===== src/rtl/brq_pkg.sv =====
// rtl/brq_pkg.sv - shared entry type and sizing helper for the branch issue queue
package brq_pkg;

  // Width of every tag held inside a queue entry; the top is built with ROB_TAG_W equal to this
  localparam int BRQ_TAG_W = 4;

  typedef struct packed {
    logic                 valid;
    logic [31:0]          pc;
    logic [31:0]          imm;
    logic [31:0]          rs1_val;
    logic [31:0]          rs2_val;
    logic [BRQ_TAG_W-1:0] rs1_tag;
    logic [BRQ_TAG_W-1:0] rs2_tag;
    logic                 rs1_rdy;
    logic                 rs2_rdy;
    logic                 is_branch;
    logic                 is_jump;
    logic                 pred_taken;
    logic [BRQ_TAG_W-1:0] rob_tag;
  } brq_entry_t;

  // Counter width able to hold the values 0..depth
  function automatic int cnt_w(input int depth);
    return $clog2(depth + 1);
  endfunction

endpackage


===== src/rtl/brq_select.sv =====
// rtl/brq_select.sv - combinational oldest-ready picker (lowest index wins)
module brq_select #(
  parameter int DEPTH = 4,
  parameter int IDX_W = $clog2(DEPTH)
) (
  input  logic [DEPTH-1:0] ready,
  output logic [DEPTH-1:0] grant,
  output logic [IDX_W-1:0] idx
);

  // Scan from the youngest slot down so the oldest ready entry is the last one written
  always_comb begin
    grant = '0;
    idx   = '0;
    for (int i = DEPTH - 1; i >= 0; i--) begin
      if (ready[i]) begin
        grant    = '0;
        grant[i] = 1'b1;
        idx      = IDX_W'(i);
      end
    end
  end

endmodule


===== src/rtl/branch_issue_queue.sv =====
// rtl/branch_issue_queue.sv - collapsing issue queue for the branch unit; optional BRQ_PERF_CNT_EN adds perf counters
module branch_issue_queue
  import brq_pkg::*;
#(
  parameter int DEPTH     = 4,
  parameter int ROB_TAG_W = 4
) (
  input  logic                         clk,
  input  logic                         rst,
  input  logic                         disp_valid_i,
  output logic                         disp_ready_o,
  input  logic [31:0]                  disp_pc_i,
  input  logic [31:0]                  disp_imm_i,
  input  logic [31:0]                  disp_rs1_val_i,
  input  logic [31:0]                  disp_rs2_val_i,
  input  logic                         disp_rs1_rdy_i,
  input  logic                         disp_rs2_rdy_i,
  input  logic [ROB_TAG_W-1:0]         disp_rs1_tag_i,
  input  logic [ROB_TAG_W-1:0]         disp_rs2_tag_i,
  input  logic                         disp_is_branch_i,
  input  logic                         disp_is_jump_i,
  input  logic                         disp_pred_taken_i,
  input  logic [ROB_TAG_W-1:0]         disp_rob_tag_i,
  input  logic                         cdb_valid_i,
  input  logic [ROB_TAG_W-1:0]         cdb_tag_i,
  input  logic [31:0]                  cdb_val_i,
  input  logic                         flush_i,
  output logic                         iss_valid_o,
  output logic [31:0]                  iss_pc_o,
  output logic [31:0]                  iss_imm_o,
  output logic [31:0]                  iss_rs1_val_o,
  output logic [31:0]                  iss_rs2_val_o,
  output logic                         iss_is_branch_o,
  output logic                         iss_is_jump_o,
  output logic                         iss_pred_taken_o,
  output logic [ROB_TAG_W-1:0]         iss_rob_tag_o,
  output logic [$clog2(DEPTH+1)-1:0]   count_o
`ifdef BRQ_PERF_CNT_EN
  ,
  output logic [31:0]                  perf_full_cyc_o,
  output logic [31:0]                  perf_issued_o
`endif
);

  localparam int CNT_W = cnt_w(DEPTH);
  localparam int IDX_W = $clog2(DEPTH);

  brq_entry_t       q      [DEPTH];
  brq_entry_t       q_next [DEPTH];
  brq_entry_t       new_e;
  logic [CNT_W-1:0] count_q;
  logic [CNT_W-1:0] wr_idx;
  logic [DEPTH-1:0] rdy_vec;
  logic [DEPTH-1:0] grant;
  logic [IDX_W-1:0] sel_idx;
  logic             do_iss;
  logic             disp_acc;

  assign count_o      = count_q;
  assign disp_ready_o = (count_q < CNT_W'(DEPTH));
  assign disp_acc     = disp_valid_i && disp_ready_o && !flush_i;
  assign do_iss       = (|grant) && !flush_i;
  // An issue this cycle collapses the queue, so the new op lands one slot lower
  assign wr_idx       = count_q - CNT_W'(do_iss);

  // Selection sees only operand readiness registered at the start of the cycle
  always_comb begin
    rdy_vec = '0;
    for (int i = 0; i < DEPTH; i++) begin
      rdy_vec[i] = q[i].valid && q[i].rs1_rdy && q[i].rs2_rdy;
    end
  end

  brq_select #(
    .DEPTH (DEPTH),
    .IDX_W (IDX_W)
  ) u_select (
    .ready (rdy_vec),
    .grant (grant),
    .idx   (sel_idx)
  );

  // Build the incoming entry, capturing a same-cycle CDB broadcast for any waiting operand
  always_comb begin
    new_e            = '0;
    new_e.valid      = 1'b1;
    new_e.pc         = disp_pc_i;
    new_e.imm        = disp_imm_i;
    new_e.rs1_val    = disp_rs1_val_i;
    new_e.rs2_val    = disp_rs2_val_i;
    new_e.rs1_tag    = BRQ_TAG_W'(disp_rs1_tag_i);
    new_e.rs2_tag    = BRQ_TAG_W'(disp_rs2_tag_i);
    new_e.rs1_rdy    = disp_rs1_rdy_i;
    new_e.rs2_rdy    = disp_rs2_rdy_i;
    new_e.is_branch  = disp_is_branch_i;
    new_e.is_jump    = disp_is_jump_i;
    new_e.pred_taken = disp_pred_taken_i;
    new_e.rob_tag    = BRQ_TAG_W'(disp_rob_tag_i);
    if (cdb_valid_i && !disp_rs1_rdy_i && (disp_rs1_tag_i == cdb_tag_i)) begin
      new_e.rs1_val = cdb_val_i;
      new_e.rs1_rdy = 1'b1;
    end
    if (cdb_valid_i && !disp_rs2_rdy_i && (disp_rs2_tag_i == cdb_tag_i)) begin
      new_e.rs2_val = cdb_val_i;
      new_e.rs2_rdy = 1'b1;
    end
  end

  // Next queue contents: collapse over the issued slot, snoop the CDB, append, then flush
  always_comb begin
    logic seen;
    seen = 1'b0;
    for (int i = 0; i < DEPTH; i++) begin
      q_next[i] = q[i];
    end
    if (do_iss) begin
      for (int i = 0; i < DEPTH - 1; i++) begin
        seen = seen | grant[i];
        if (seen) begin
          q_next[i] = q[i + 1];
        end
      end
      q_next[DEPTH-1] = '0;
    end
    if (cdb_valid_i) begin
      for (int i = 0; i < DEPTH; i++) begin
        if (q_next[i].valid && !q_next[i].rs1_rdy && (q_next[i].rs1_tag == BRQ_TAG_W'(cdb_tag_i))) begin
          q_next[i].rs1_val = cdb_val_i;
          q_next[i].rs1_rdy = 1'b1;
        end
        if (q_next[i].valid && !q_next[i].rs2_rdy && (q_next[i].rs2_tag == BRQ_TAG_W'(cdb_tag_i))) begin
          q_next[i].rs2_val = cdb_val_i;
          q_next[i].rs2_rdy = 1'b1;
        end
      end
    end
    if (disp_acc) begin
      for (int i = 0; i < DEPTH; i++) begin
        if (wr_idx == CNT_W'(i)) begin
          q_next[i] = new_e;
        end
      end
    end
    if (flush_i) begin
      for (int i = 0; i < DEPTH; i++) begin
        q_next[i] = '0;
      end
    end
  end

  // Queue storage and occupancy
  always_ff @(posedge clk) begin
    if (rst) begin
      for (int i = 0; i < DEPTH; i++) begin
        q[i] <= '0;
      end
      count_q <= '0;
    end else begin
      for (int i = 0; i < DEPTH; i++) begin
        q[i] <= q_next[i];
      end
      if (flush_i) begin
        count_q <= '0;
      end else begin
        count_q <= count_q + CNT_W'(disp_acc) - CNT_W'(do_iss);
      end
    end
  end

  // Registered issue port; data holds between issues, valid is a one-cycle pulse
  always_ff @(posedge clk) begin
    if (rst) begin
      iss_valid_o      <= 1'b0;
      iss_pc_o         <= '0;
      iss_imm_o        <= '0;
      iss_rs1_val_o    <= '0;
      iss_rs2_val_o    <= '0;
      iss_is_branch_o  <= 1'b0;
      iss_is_jump_o    <= 1'b0;
      iss_pred_taken_o <= 1'b0;
      iss_rob_tag_o    <= '0;
    end else begin
      iss_valid_o <= do_iss;
      if (do_iss) begin
        iss_pc_o         <= q[sel_idx].pc;
        iss_imm_o        <= q[sel_idx].imm;
        iss_rs1_val_o    <= q[sel_idx].rs1_val;
        iss_rs2_val_o    <= q[sel_idx].rs2_val;
        iss_is_branch_o  <= q[sel_idx].is_branch;
        iss_is_jump_o    <= q[sel_idx].is_jump;
        iss_pred_taken_o <= q[sel_idx].pred_taken;
        iss_rob_tag_o    <= ROB_TAG_W'(q[sel_idx].rob_tag);
      end
    end
  end

`ifdef BRQ_PERF_CNT_EN
  // Full-cycle and issue counters; only reset clears them, flush does not
  always_ff @(posedge clk) begin
    if (rst) begin
      perf_full_cyc_o <= '0;
      perf_issued_o   <= '0;
    end else begin
      if (count_q == CNT_W'(DEPTH)) begin
        perf_full_cyc_o <= perf_full_cyc_o + 32'd1;
      end
      if (iss_valid_o) begin
        perf_issued_o <= perf_issued_o + 32'd1;
      end
    end
  end
`endif

endmodule


===== config.mk =====
export PLATFORM = sky130hd
export DESIGN_NAME = branch_issue_queue
export DESIGN_NICKNAME = d
export VERILOG_FILES = /design/src/rtl/brq_pkg.sv /design/src/rtl/brq_select.sv /design/src/rtl/branch_issue_queue.sv
export SDC_FILE = /design/constraint.sdc
export NUM_CORES = 2
export LEC_CHECK = 0
export BUFFER_PORTS_ARGS = -buffer_cell sky130_fd_sc_hd__buf_2
export CORE_MARGIN = 8
export CORE_UTILIZATION = 50
export DETAILED_ROUTE_END_ITERATION = 10
export HOLD_SLACK_MARGIN = 0.06
export PLACE_DENSITY = 0.71
export SLEW_MARGIN = 20
export SYNTH_ARGS = -nofsm -noshare
export SYNTH_HDL_FRONTEND = slang
export SYNTH_SLANG_ARGS = --single-unit
export TNS_END_PERCENT = 100

===== constraint.sdc =====
create_clock -name clk -period 7.3 [get_ports clk]
set_clock_uncertainty 0.05 [all_clocks]
set_input_delay 0.365 -clock clk [delete_from_list [all_inputs] [get_ports clk]]
set_output_delay 0.365 -clock clk [all_outputs]
set_load 0.01 [all_outputs]

==> run_results.csv <==
group,metric,value,unit
outcome,outcome,"complete, no violations",
sta,period_share,75.0,%
floorplanning,core-area,73900,um2
power_and_ir_drop,power,9000,uW
cells_and_area,drive_gt1_share,11.7,%
hold_path,hp-start,"disp_rs2_val_i[7]",
synthesis,synth-edff-count,0,
critical_path,ff2ff_setup_slack,1.83,ns
clock_network,h-tree-depth,3,
synthesis,synth_area_leader_cell,"dfxtp_1",
critical_path,slowest_stage,"nand2_2",
power_and_ir_drop,powerDensity,210,nW/um2
power_and_ir_drop,power.internal,6810,uW
global_route,grt_pass1_wl,219,mm
power_and_ir_drop,combPwrFrac,6.1,%
floorplanning,ioPinCount,326,
floorplanning,chipWidth,289,um
route,num_vias,40200,
global_route,grt_max_degree,222,
critical_path,crit_start,"q[0][145]$_SDFF_PP0_",
critical_path,path_max_fanout,55,
route,wl,145,mm
synthesis,synth_seq_cells,723,
global_route,grt_pass1_vias,37800,
critical_path,cp.required,7.71,ns
sta,setup_viol,0,
synthesis,synth_cells,5179,
synthesis,synth_area_leaders,"dfxtp_1, nand2_1, nand3_1, a311oi_1, clkbuf_1",
sta,period_needed,5.47,ns
cells_and_area,fillers,6905,
synthesis,yosysWarnings,0,
critical_path,r2r_cells,12,
critical_path,worst-path-stages,12,
placed_design,gp_congestion,0.873,
clock_network,clkTransAtPathRegs,0.06,ns
sta,relSlewSlack,4.77,%
route,antenna_left,0,
critical_path,crit_type,"reg -> reg",
synthesis,syn_area,37100,um2
sta,slew_viol_final,0,
floorplanning,die_h,289,um
route,viasPerCell,6.38,
route,drc,0,
job,maxCapViolations,0,
global_route,grt_overflow_total,0,
clock_network,cts_sinks,723,
clock_network,cts_buffers,82,
synthesis,syn_avg_cell_area,7.17,um2
sta,finalHoldViolations,0,
route,wire_per_inst,23.0,um
clock_network,cts_tree,"done",
cells_and_area,nets,5437,
cells_and_area,syn2layout_area_growth,15.3,%
sta,fmax,183,MHz
sta,rsz0062_at_grt,"no",
power_and_ir_drop,p_leak,0.0149,uW
synthesis,ys_seq_area_share,39.0,%
route,drtIter0Drc,4992,
critical_path,r2r-end,"q[2][20]$_SDFF_PP0_",
power_and_ir_drop,swShare,24.4,%
synthesis,synth_top_flop_cell,"dfxtp_1",
critical_path,crit_path_cell_trace,"nand3_1 -> a41o_4 -> inv_4 -> ha_1 -> ha_1 -> nor4b_1 -> nand3b_1 -> nand2_2 -> buf_4 -> a21oi_1 -> o21ai_0 -> o221ai_1",
placed_design,post-dp-hpwl,77.0,mm
critical_path,slowest_delay,0.91,ns
floorplanning,initial_core_util,50.2,%
cells_and_area,multi_input_area,20600,um2
clock_network,clockBufferDepth,3,
synthesis,ys_types,66,
global_route,antenna_found_initial,14,
sta,finalSetupTns,0,ns
synthesis,synth_nets,5370,
critical_path,crit_top_cell,"ha_1",
route,drt-pass1-iter-count,7,
hold_path,hp-class,"in -> reg",
critical_path,cp_top_family,"simple AND/OR/NAND/NOR gates",
power_and_ir_drop,switchingPower,2190,uW
synthesis,synth_top_cell_area_share,39.0,%
critical_path,path_buf_inv,2,
clock_network,cts_root_buffer,"clkbuf_16",
cells_and_area,seq_area,14500,um2
floorplanning,dieArea,83300,um2
power_and_ir_drop,seqPwrFrac,44.4,%
floorplanning,rows,100,
global_route,grtUsageTotal,32.9,%
clock_network,cts_resized,0,
critical_path,timing.rr.start,"q[0][145]$_SDFF_PP0_",
power_and_ir_drop,ir_drop,0.166,mV
critical_path,crit_arrival,5.88,ns
synthesis,ys_async_sr_fraction,0,%
critical_path,start_kind,"flop",
power_and_ir_drop,clkPwrFrac,49.5,%
critical_path,endpoint,"q[2][20]$_SDFF_PP0_",
clock_network,clk_latency,0.65,ns
placed_design,numPortBuffers,325,
sta,tightestPinTransition,1.43,ns
clock_network,post_cts_buffers,0,
critical_path,critPathCaptureType,"flop",
-- cell usage in the layout (no fill, tap or decap), types with 11 or more instances in the layout --
| cell type | synthesis | routed |
|---|---|---|
| a211oi_1 | 77 | 77 |
| nor3_1 | 71 | 68 |
| dfxtp_1 | 723 | 723 |
| clkbuf_8 | 0 | 15 |
| o21ai_0 | 109 | 109 |
| dlygate4sd3_1 | 0 | 129 |
| bufinv_16 | 0 | 11 |
| clkbuf_16 | 0 | 83 |
| nand3_1 | 427 | 425 |
| a21o_1 | 33 | 33 |
| nand2_1 | 1580 | 1574 |
| a22oi_1 | 77 | 77 |
| inv_1 | 44 | 43 |
| o31ai_1 | 39 | 39 |
| and3_1 | 13 | 13 |
| mux2_2 | 32 | 32 |
| a31oi_1 | 39 | 39 |
| nand2b_1 | 14 | 14 |
| mux2i_1 | 109 | 109 |
| o32ai_1 | 32 | 32 |
| nor2_1 | 425 | 420 |
| a311oi_1 | 227 | 227 |
| clkinv_2 | 0 | 16 |
| a221oi_2 | 29 | 29 |
| a221oi_1 | 70 | 70 |
| xnor2_1 | 16 | 16 |
| buf_4 | 10 | 57 |
| buf_2 | 32 | 324 |
| o221ai_1 | 64 | 64 |
| clkbuf_1 | 449 | 16 |
| a21oi_1 | 311 | 311 |
| diode_2 | 0 | 13 |
-- sequential cells by signal, indices dropped and copies added (netlist names) --
register          cells
iss_is_branch_o       1
iss_pc_o             32
count_o               3
iss_imm_o            32
iss_pred_taken_o      1
q                   584
iss_rs2_val_o        32
iss_rs1_val_o        32
iss_is_jump_o         1
iss_rob_tag_o         4
iss_valid_o           1
-- repair_timing --
action	4_1_cts	5_1_grt
endpoints found under the setup margin	0	0
hold buffers	129	0
endpoints found under the hold margin	402	0
-- stage by stage --
stage               area [um2]  std cells  hold slack (ns)  utilization [%]  worst slack (ns)
finish                   42800       6296           0.0831             57.9              1.83
global route             42800       6292           0.0945             57.9              1.59
CTS                      42800       6282           0.0614             57.9              1.99
detailed placement       38600       6001            0.393             52.2              2.07
global placement         38600       6001            0.389             52.2              2.22
floorplan                37100       5179            0.409                -              3.86
-- how the worst min path moves through the flow --
stage	cells past startpoint	slack [ns]	end
after floorplan	2	0.41	q[0][0]$_SDFF_PP0_
after global placement	2	0.39	iss_rs2_val_o[30]$_SDFFE_PP0N_
after detailed placement	2	0.39	iss_pc_o[8]$_SDFFE_PP0N_
after CTS	3	0.06	q[0][61]$_SDFF_PP0_
after global routing	3	0.09	q[2][22]$_SDFF_PP0_
final	3	0.08	q[2][24]$_SDFF_PP0_
-- final cells by class --
class	count	area share (%)
clock inverter	38	1.23
multi-input combinational	3876	48.0
antenna	13	0.0759
sequential	723	33.8
inverter	45	0.400
timing repair buffer	518	8.19
clock buffer	114	5.47
tap	969	2.83
-- logic make-up after synthesis --
group                    after synthesis  synth area share [%]
multiplexers                         141                  3.91
buffers and inverters                580                  6.13
adder cells (fa/ha/maj)                5                 0.189
AO/OA/AOI/OAI                       1133                  21.9
XOR/XNOR                              21                 0.495
AND/OR/NAND/NOR                     2576                  28.4
flip-flops                           723                  39.0
-- routing by layer --
layer  track usage (%)  vias up  routed length, um
met1              42.7    18900              57500
met5                 0        -                 37
met2              50.9     2533              63300
li1                  -    18200                  -
met3              8.05      526              17000
met4              16.4        8               6810
-- worst reg2reg max path, cell delays in order, from the launching register on --
cell and delay, ns:
dfxtp_1 0.37, nand3_1 0.29, a41o_4 0.79, inv_4 0.47, ha_1 0.34, ha_1 0.19
nor4b_1 0.78, nand3b_1 0.23, nand2_2 0.91, buf_4 0.53, a21oi_1 0.09, o21ai_0 0.09
o221ai_1 0.15
-- power by group through the flow --
stage	clock network, uW	logic (uW)	registers, uW
after floorplan	0	281	4080
after global placement	0	467	4080
after detailed placement	0	471	4080
after CTS	4490	533	3990
after global routing	4640	583	3990
final	4450	551	3990
-- synth_stat cells (2+ instances only) --
cell type,number
nor2_1,425
and3_1,13
buf_1,41
ha_1,4
nand3_1,427
o21a_1,2
and4b_1,4
a221oi_1,70
mux2i_1,109
o32ai_1,32
a21oi_1,311
nor4b_1,2
o211a_1,2
nor3_1,71
nand4_1,7
a2111oi_0,2
a211oi_1,77
xnor2_1,16
clkbuf_1,449
a32oi_1,2
nand2b_1,14
nand4b_1,6
and2_1,8
buf_2,32
a221oi_2,29
a21o_1,33
xor2_1,5
o22ai_1,2
a22oi_1,77
o21ai_0,109
dfxtp_1,723
mux2_2,32
buf_4,10
a31oi_1,39
nand3b_1,2
buf_6,3
nand2_1,1580
a311oi_1,227
o31ai_1,39
o211ai_1,6
o221ai_1,64
inv_1,44
or2_2,4
nor3b_1,3
No activity file was read; power rests on OpenSTA's default activity.
